<file path="config.mk">
export PLATFORM = sky130hd
export DESIGN_NAME = multdiv_ctrl
export DESIGN_NICKNAME = d
export VERILOG_FILES = /design/src/rtl/multdiv_pkg.sv /design/src/rtl/multdiv_timeout.sv /design/src/rtl/multdiv_ctrl.sv
export SDC_FILE = /design/constraint.sdc
export NUM_CORES = 1
export LEC_CHECK = 0
export ABC_AREA = 1
export BUFFER_PORTS_ARGS = -buffer_cell sky130_fd_sc_hd__buf_2
export CORE_MARGIN = 2
export CORE_UTILIZATION = 47
export CTS_BUF_LIST = sky130_fd_sc_hd__clkbuf_4 sky130_fd_sc_hd__clkbuf_8
export CTS_CLUSTER_DIAMETER = 200
export CTS_CLUSTER_SIZE = 14
export DETAILED_ROUTE_END_ITERATION = 8
export GPL_TIMING_DRIVEN = 0
export MAX_ROUTING_LAYER = met4
export PLACE_DENSITY = 0.82
export SKIP_CTS_REPAIR_TIMING = 1
export SLEW_MARGIN = 30
export SYNTH_ARGS = -nofsm -noshare
export SYNTH_HDL_FRONTEND = slang
export SYNTH_SLANG_ARGS = --single-unit
</file>
<file path="constraint.sdc">
create_clock -name clock -period 3.45 [get_ports clock]
set_clock_uncertainty 0.15 [all_clocks]
set_input_delay 0.1725 -clock clock [delete_from_list [all_inputs] [get_ports clock]]
set_output_delay 0.1725 -clock clock [all_outputs]
set_load 0.005 [all_outputs]
</file>
<file path="src/rtl/multdiv_pkg.sv">
// Shared types for the multiply/divide initiator: FSM states, operation select
// and the default datapath width.
package multdiv_pkg;

    localparam int unsigned DEFAULT_WIDTH = 32;

    typedef enum logic [1:0] {
        IDLE,
        START,
        RUN,
        DONE
    } state_e;

    typedef enum logic {
        OP_MULT,
        OP_DIV
    } op_e;

endpackage

</file>
<file path="src/rtl/multdiv_timeout.sv">
// Watchdog for the RUN phase: counts RUN cycles and flags expiry on the
// LIMIT-th one. Only instantiated when MULTDIV_TIMEOUT_EN is defined.
module multdiv_timeout #(
    parameter int unsigned LIMIT = 40
) (
    input  logic clock,
    input  logic reset,
    input  logic clear,
    input  logic count_en,
    output logic expired
);

    localparam int unsigned CW = $clog2(LIMIT + 1);

    logic [CW-1:0] cnt_q;
    logic [CW-1:0] cnt_d;

    always_comb begin
        cnt_d = cnt_q;
        if (clear) begin
            cnt_d = '0;
        end else if (count_en) begin
            cnt_d = cnt_q + CW'(1);
        end
    end

    always_ff @(posedge clock or posedge reset) begin
        if (reset) begin
            cnt_q <= '0;
        end else begin
            cnt_q <= cnt_d;
        end
    end

    // The counter reads LIMIT-1 during the LIMIT-th cycle spent in RUN.
    assign expired = count_en && (cnt_q == CW'(LIMIT - 1));

endmodule

</file>
<file path="src/rtl/multdiv_ctrl.sv">
// Initiator side of the iterative multiply/divide unit interface.
// Define MULTDIV_TIMEOUT_EN to add a RUN-phase watchdog (multdiv_timeout).
module multdiv_ctrl
    import multdiv_pkg::*;
#(
    parameter int unsigned WIDTH          = DEFAULT_WIDTH,
    parameter int unsigned UNIT_CYCLES    = 32,
    parameter int unsigned TIMEOUT_CYCLES = 40
) (
    input  logic             clock,
    input  logic             reset,
    input  logic             ctrl_MULT,
    input  logic             ctrl_DIV,
    input  logic [WIDTH-1:0] data_operandA,
    input  logic [WIDTH-1:0] data_operandB,
    output logic [WIDTH-1:0] unit_operandA,
    output logic [WIDTH-1:0] unit_operandB,
    output logic             mult_clr,
    output logic             div_clr,
    input  logic [WIDTH-1:0] mult_result,
    input  logic             mult_exception,
    input  logic             mult_rdy,
    input  logic [WIDTH-1:0] div_result,
    input  logic             div_exception,
    input  logic             div_rdy,
    output logic [WIDTH-1:0] data_result,
    output logic             data_exception,
    output logic             data_resultRDY,
    output logic             busy
);

    // The watchdog is meaningless unless it outlasts a normal unit run.
    if (TIMEOUT_CYCLES <= UNIT_CYCLES) begin : g_bad_cfg
        $error("multdiv_ctrl: TIMEOUT_CYCLES must exceed UNIT_CYCLES");
    end

    state_e             state_q,  state_d;
    op_e                op_q,     op_d;
    logic [WIDTH-1:0]   opa_q,    opa_d;
    logic [WIDTH-1:0]   opb_q,    opb_d;
    logic [WIDTH-1:0]   result_q, result_d;
    logic               exc_q,    exc_d;
    logic               busy_q,   busy_d;
    logic               rdy_q,    rdy_d;

    logic               sel_rdy;
    logic [WIDTH-1:0]   sel_result;
    logic               sel_exc;
    logic               timeout_hit;

    assign sel_rdy    = (op_q == OP_DIV) ? div_rdy       : mult_rdy;
    assign sel_result = (op_q == OP_DIV) ? div_result    : mult_result;
    assign sel_exc    = (op_q == OP_DIV) ? div_exception : mult_exception;

`ifdef MULTDIV_TIMEOUT_EN
    multdiv_timeout #(
        .LIMIT    (TIMEOUT_CYCLES)
    ) u_timeout (
        .clock    (clock),
        .reset    (reset),
        .clear    (state_q == START),
        .count_en (state_q == RUN),
        .expired  (timeout_hit)
    );
`else
    assign timeout_hit = 1'b0;
`endif

    always_comb begin
        // NOTE: every output of this block gets a default first so no path
        // leaves a variable unassigned and no latch is inferred.
        state_d  = state_q;
        op_d     = op_q;
        opa_d    = opa_q;
        opb_d    = opb_q;
        result_d = result_q;
        exc_d    = exc_q;

        case (state_q)
            IDLE:  state_d = IDLE;
            START: state_d = RUN;   // rdy is stale here and deliberately ignored
            RUN: begin
                if (sel_rdy) begin
                    state_d  = DONE;
                    result_d = sel_result;
                    exc_d    = sel_exc;
                end else if (timeout_hit) begin
                    state_d  = DONE;
                    result_d = '0;
                    exc_d    = 1'b1;
                end
            end
            DONE:    state_d = IDLE;
            default: state_d = IDLE;
        endcase

        // A new request in any state wins over whatever is in flight.
        if (ctrl_MULT && ctrl_DIV) begin
            state_d  = DONE;
            result_d = '0;
            exc_d    = 1'b1;
        end else if (ctrl_DIV && (data_operandB == '0)) begin
            state_d  = DONE;
            result_d = '0;
            exc_d    = 1'b1;
        end else if (ctrl_MULT || ctrl_DIV) begin
            state_d  = START;
            op_d     = ctrl_DIV ? OP_DIV : OP_MULT;
            opa_d    = data_operandA;
            opb_d    = data_operandB;
            result_d = result_q;    // an aborted op must not disturb the held result
            exc_d    = exc_q;
        end

        busy_d = (state_d == START) || (state_d == RUN);
        rdy_d  = (state_d == DONE);
    end

    // NOTE: state flops use non-blocking assignments so every register
    // samples its pre-edge inputs regardless of process ordering.
    always_ff @(posedge clock or posedge reset) begin
        if (reset) begin
            state_q  <= IDLE;
            op_q     <= OP_MULT;
            opa_q    <= '0;
            opb_q    <= '0;
            result_q <= '0;
            exc_q    <= 1'b0;
            busy_q   <= 1'b0;
            rdy_q    <= 1'b0;
        end else begin
            state_q  <= state_d;
            op_q     <= op_d;
            opa_q    <= opa_d;
            opb_q    <= opb_d;
            result_q <= result_d;
            exc_q    <= exc_d;
            busy_q   <= busy_d;
            rdy_q    <= rdy_d;
        end
    end

    assign unit_operandA  = opa_q;
    assign unit_operandB  = opb_q;
    assign mult_clr       = (state_q == START) && (op_q == OP_MULT);
    assign div_clr        = (state_q == START) && (op_q == OP_DIV);
    assign data_result    = result_q;
    assign data_exception = exc_q;
    assign data_resultRDY = rdy_q;
    assign busy           = busy_q;

endmodule

</file>
==> run metrics, run 1 <==
Layout Nets=976; Crit path top cell by count=buf_2; Core Rows=36; worst min-delay path class=primary input to flip-flop; RSZ-0062 raised after global routing=false; clk slew on worst S/H paths=0.09 ns; leading cell types in the layout, fill and taps excluded=253 x buf_2, 206 x nand2_1, 102 x dfrtp_1, 67 x nand4_1, 66 x dlygate4sd3_1; Synth top area share=54.1%; Slowest-stage cell, CP=dlygate4sd3_1; num ports=237; Least-Margin Pin Slew=0.508 ns; total CTS buffers=9; Vias/cell=5.19; Syn-to-layout area delta=47.2%; GRT Util Overall=25.9%; WL final=15300 um; pre-CTS WS=1.37 ns; DRT iter0 DRCs=265; initial antenna violation count=0; CP startpoint kind=primary input; core area=9770 um^2; Sink Count=102; CTS tree=done; sequential cell area fraction in the yosys report=54.1%; first-pass GRT wire length=22200 um; Final Hold Viols=1; GP Congestion=0.923; #FFs+latches synth=102; total leakage power=3.71 nW; crit-path cells=dlygate4sd3_1 -> buf_2 -> nand2_1 -> buf_2 -> buf_1 -> o211ai_1 -> ha_1; remaining global-route overflow=0; ant diodes=0; final critical-path share of the clock period=62.9%; TritonRoute pass-1 iters=5; crit path DAT=2.26 ns; pin count of the biggest net entering global routing=60; most common cell after layout, fill and taps aside=buf_2; status=finished with violations; Max FO, Critical Path=10; FMAX=461 MHz; Yosys warning total=0; failing checks=negative hold slack; cell count after synthesis=523; area leader, netlist=dfrtp_1; setup ws final=1.28 ns; Syn Nets=662; synth unique cells=21; Avg Inst Size Synth=9.02 um^2; Crit path required time=3.54 ns; P per Cell Area=378 nW/um^2; dpl hpwl=10500 um; vias in the first global route=4600; DIE AREA=10900 um^2; WHS=-0.00470 ns; max_cap viols=0; clock tree buffer depth=2; # port buffers=236; layout cell share with drive strength beyond 1=37.8%; initial core utilization=48.3%; Critical Path End Type=flip-flop; placed instance count=893; Die X=104 um; clk_lat worst skew=0.34 ns; vias=5065; Finish-stage setup viols=0; Period minus WS final=2.17 ns; final setup TNS=0 ns; top area cells in the synthesized netlist=dfrtp_1 54%, nand2_1 16%, nand4_1 8.9%, mux2_2 7.9%, a21oi_1 3.4%; critical path class=primary input to flip-flop; Die H=104 um; Critical Path Max Stage Delay=0.54 ns; Cell Count, Final, Fillers Out=975; routed len/inst=15.7 um; H-Tree Depth=3; Antenna Violating Nets Remaining=0; Root Driver=clkbuf_8; DR DRC count=0; synthesized area=4720 um^2; Peak VDD IR=226 uV; Slew headroom=66.1%; fin. max-slew vios=0
[synth_stat cells]
master / n
buf_4: 3
inv_1: 9
o211ai_1: 1
nand2_1: 206
inv_2: 1
clkbuf_1: 10
nand3_2: 1
o21ai_1: 1
buf_6: 6
dfrtp_1: 102
nand3_1: 3
nand4_1: 67
nor2_1: 19
buf_2: 17
nand2_2: 1
a21oi_1: 32
nor2_2: 2
or2_1: 1
buf_1: 5
ha_1: 3
mux2_2: 33
[final cells by class]
type,instances,area [um^2]
buffer,41,231
clock buffer,12,165
clock inverter,4,20.0
fill,720,2830
inverter,10,42.5
multi-input combinational,370,1900
sequential,102,2550
tap,133,166
timing repair buffer,303,1870
[worst paths after layout]
path                                   from                end  slack [ns]  cells after the start
max                               ctrl_MULT               busy        1.28                      7
min                                ctrl_DIV               op_q      -0.005                      3
max reg2reg                            op_q     data_exception        1.55                      8
min reg2reg                unit_operandB[5]   unit_operandB[5]        0.32                      2
max in group asynchronous             reset  unit_operandA[25]        2.29                      4
min in group asynchronous             reset     data_result[5]        0.24                      3
[metal layers]
layer	up-vias	wire [um]	GRT usage, %
met1	2402	6080	32.1
met2	263	7720	43.6
met3	30	1190	4.89
met4	0	363	7.14
li1	2370	-	-
met5	-	0	-
[power by group]
part           switching [mW]  internal, mW
sequential             0.0552          1.29
combinational           0.277         0.288
clock                   0.397         0.318
[through the flow]
step                      utilization [%]  cell area [um^2]  total power, mW
final                                71.0              6940             2.63
after global routing                 71.0              6940             2.75
after CTS                            64.3              6280             2.57
after detailed placement             62.4              6100             1.86
after global placement               62.0              6060             1.84
after floorplan                         -              4720             1.61
[state kept, by name, indices dropped and copies added (netlist names)]
signal          cells
op_q                1
data_exception      1
unit_operandA      32
busy                1
data_resultRDY      1
state_q             2
data_result        32
unit_operandB      32
[kinds of logic (layout without fill, tap and decap cells)]
| kind of cell | Yosys count | count (layout) | synth area share (%) |
|---|---|---|---|
| adders and majority gates | 3 | 3 | 0.796 |
| muxes | 33 | 33 | 7.88 |
| AOI/OAI and AO/OA | 34 | 34 | 3.66 |
| buffers and inverters | 51 | 370 | 5.70 |
| and+or+nand+nor | 300 | 300 | 27.9 |
| DFF | 102 | 102 | 54.1 |
[worst max-delay path: cells and delay by family]
kind,cells,cell delay (ns)
simple gates,1,0.22
buf+inv,4,1.35
compound gates,1,0.20
fa+ha+maj,1,0.31
Note: power is estimated with default switching activity, not from simulation.
==> run 2, diff against run 1 <==
- clock period: 3.45 -> 2.23 ns (I/O delays scaled with it)
==> run metrics, run 2 (same netlist as run 1, synthesis figures left out) <==
FMAX=463 MHz; Post-Route Utilization=72.3% (was 71.0%); Period minus WS final=2.16 ns; layout cell share with drive strength beyond 1=37.8% (about the same); WL final=15800 um (was 15300 um); TritonRoute pass-1 iters=5 (unchanged); Reg power frac=48.1% (was 51.3%); filler cell count=686 (was 720); status=finished with violations (unchanged); Hold Crit Depth=4 (was 3); first-pass GRT wire length=23000 um (was 22200 um); reg2reg setup slack=0.31 ns (was 1.55 ns); max_cap viols=0 (unchanged); DIE AREA=10900 um^2 (unchanged); P per Cell Area=614 nW/um^2 (was 378 nW/um^2); worst r2r src=op_q (unchanged); R2R Path End=data_exception (unchanged); crit path DAT=2.25 ns (was 2.26 ns); critical path class=primary input to flip-flop (unchanged); Sink Count=102 (unchanged); vias in the first global route=4838 (was 4600); min-delay src=div_result[10] (was ctrl_DIV); total CTS buffers=9 (unchanged); vias=5218 (was 5065); Die X=104 um (unchanged); CP startpoint kind=primary input (unchanged); final critical-path share of the clock period=96.9%; Root Driver=clkbuf_8 (unchanged); GRT Util Overall=27.1% (was 25.9%); initial core utilization=48.3% (unchanged); Peak VDD IR=389 uV (was 226 uV); H-Tree Depth=3 (unchanged); Switching Fraction=26.4% (was 27.8%); final setup TNS=0 ns (unchanged); Syn-to-layout area delta=49.8% (was 47.2%); DR DRC count=0 (unchanged); Crit path required time=2.32 ns (was 3.54 ns); initial antenna violation count=0 (unchanged); Layout Nets=981 (was 976); fin. max-slew vios=0 (unchanged); GP Congestion=0.848 (was 0.923); CP Buf/Inv Count=3 (was 4); Top delay family on crit path=buffers and inverters (unchanged); failing checks=negative hold slack (unchanged); Die H=104 um (unchanged); Slowest-stage cell, CP=dlygate4sd3_1 (unchanged); Worst Reg2Reg Path Length in Cells=8 (unchanged); WHS=-0.0115 ns (was -0.00470 ns); DRT iter0 DRCs=294 (was 265); clock tree buffer depth=2 (unchanged); pin count of the biggest net entering global routing=32 (was 60); leading cell types in the layout, fill and taps excluded=253 x buf_2, 206 x nand2_1, 102 x dfrtp_1, 69 x dlygate4sd3_1, 67 x nand4_1 (was 253 x buf_2, 206 x nand2_1, 102 x dfrtp_1, 67 x nand4_1, 66 x dlygate4sd3_1); Switch Pwr=1.14 mW (was 0.729 mW); Slew headroom=60.7% (was 66.1%); hold-critical path endpoint=data_result[10] (was op_q); routed len/inst=16.2 um (was 15.7 um); pre-CTS WS=0.282 ns (was 1.37 ns); core area=9770 um^2 (unchanged); Max FO, Critical Path=10 (unchanged); remaining global-route overflow=0 (unchanged); CTS tree=done (unchanged); Critical Path Max Stage Delay=0.53 ns (was 0.54 ns); Antenna Violating Nets Remaining=0 (unchanged); crit-path cells=dlygate4sd3_1 -> buf_2 -> or2_1 -> nor2_1 -> nand2_1 -> nor2_2 -> nand2_2 -> clkbuf_1 -> o211ai_1 -> ha_1 (was dlygate4sd3_1 -> buf_2 -> nand2_1 -> buf_2 -> buf_1 -> o211ai_1 -> ha_1); Core Rows=36 (unchanged); Int Pwr=3.19 mW (was 1.90 mW); Clk network pwr share=31.2% (was 27.2%); overall power consumption=4.34 mW (was 2.63 mW); Finish-stage setup viols=0 (unchanged); Critical Path End Type=flip-flop (unchanged); num ports=237 (unchanged); worst min-delay path class=primary input to flip-flop (unchanged); most common cell after layout, fill and taps aside=buf_2 (unchanged); # port buffers=236 (unchanged); ant diodes=0 (unchanged); Comb pwr share=20.6% (was 21.5%); Vias/cell=5.32 (was 5.19); clk_lat worst skew=0.35 ns (was 0.34 ns); clk slew on worst S/H paths=0.09 ns (about the same); Least-Margin Pin Slew=0.588 ns (was 0.508 ns); Final Hold Viols=4 (was 1); setup ws final=0.0693 ns (was 1.28 ns); dpl hpwl=10800 um (was 10500 um); total leakage power=3.76 nW (was 3.71 nW)
[run 2: cell types whose count changed in the layout (fill, tap and decap cells not counted), sizes merged]
cell	change
clkinvlp	+1
buf	+2
clkbuf	+1
bufinv	+2
inv	-1
clkinv	-3
dlygate4sd3	+3
[run 2: power by group through the flow]
| stage | Sequential (mW) | Clock [mW] | Combinational (mW) |
|---|---|---|---|
| 6_report | 2.09 | 1.35 | 0.894 |
| 3_5_place_dp | 2.11 | 0 | 0.779 |
| 5_1_grt | 2.10 | 1.44 | 0.978 |
| 4_1_cts | 2.08 | 1.37 | 0.781 |
| 3_3_place_gp | 2.11 | 0 | 0.737 |
| 2_1_floorplan | 2.12 | 0 | 0.366 |
[run 2: layout make-up]
cell class	count	area, um^2	area share, %
timing repair buffer	308	1940	27.5
clock buffer	13	173	2.44
buffer	41	231	3.28
tap	133	166	2.36
clock inverter	3	65.1	0.921
multi-input combinational	370	1900	26.8
inverter	10	41.3	0.584
sequential	102	2550	36.1
[run 2: worst min-delay path: stages]
cell and delay (ns):
buf_2 0.07, mux2_2 0.13, nand2_1 0.04, a21oi_1 0.11
[run 2: through the flow]
step | cell area, um^2 | hold slack (ns) | instances
2_1_floorplan | 4720 | 0.106 | 523
3_3_place_gp | 6070 | 0.208 | 892
3_5_place_dp | 6140 | 0.0586 | 895
4_1_cts | 6370 | -0.338 | 911
5_1_grt | 7060 | 0.00285 | 980
6_report | 7060 | -0.0115 | 980
[run 2: metal layers]
layer	global-route usage (%)	up-vias	part of all wire (%)
met2	45.3	317	50
met3	4.89	60	8.2
li1	-	2385	-
met1	32.5	2456	38
met5	-	-	0
met4	11.1	0	4.3
[run 2: worst max path at each step]
stage | from | to | depth (start not counted)
floorplan | op_q | data_exception | 8
global placement | reset | unit_operandB[8] | 2
detailed placement | ctrl_DIV | busy | 6
CTS | op_q | data_exception | 8
global route | data_operandB[23] | busy | 10
finish | data_operandB[23] | busy | 10
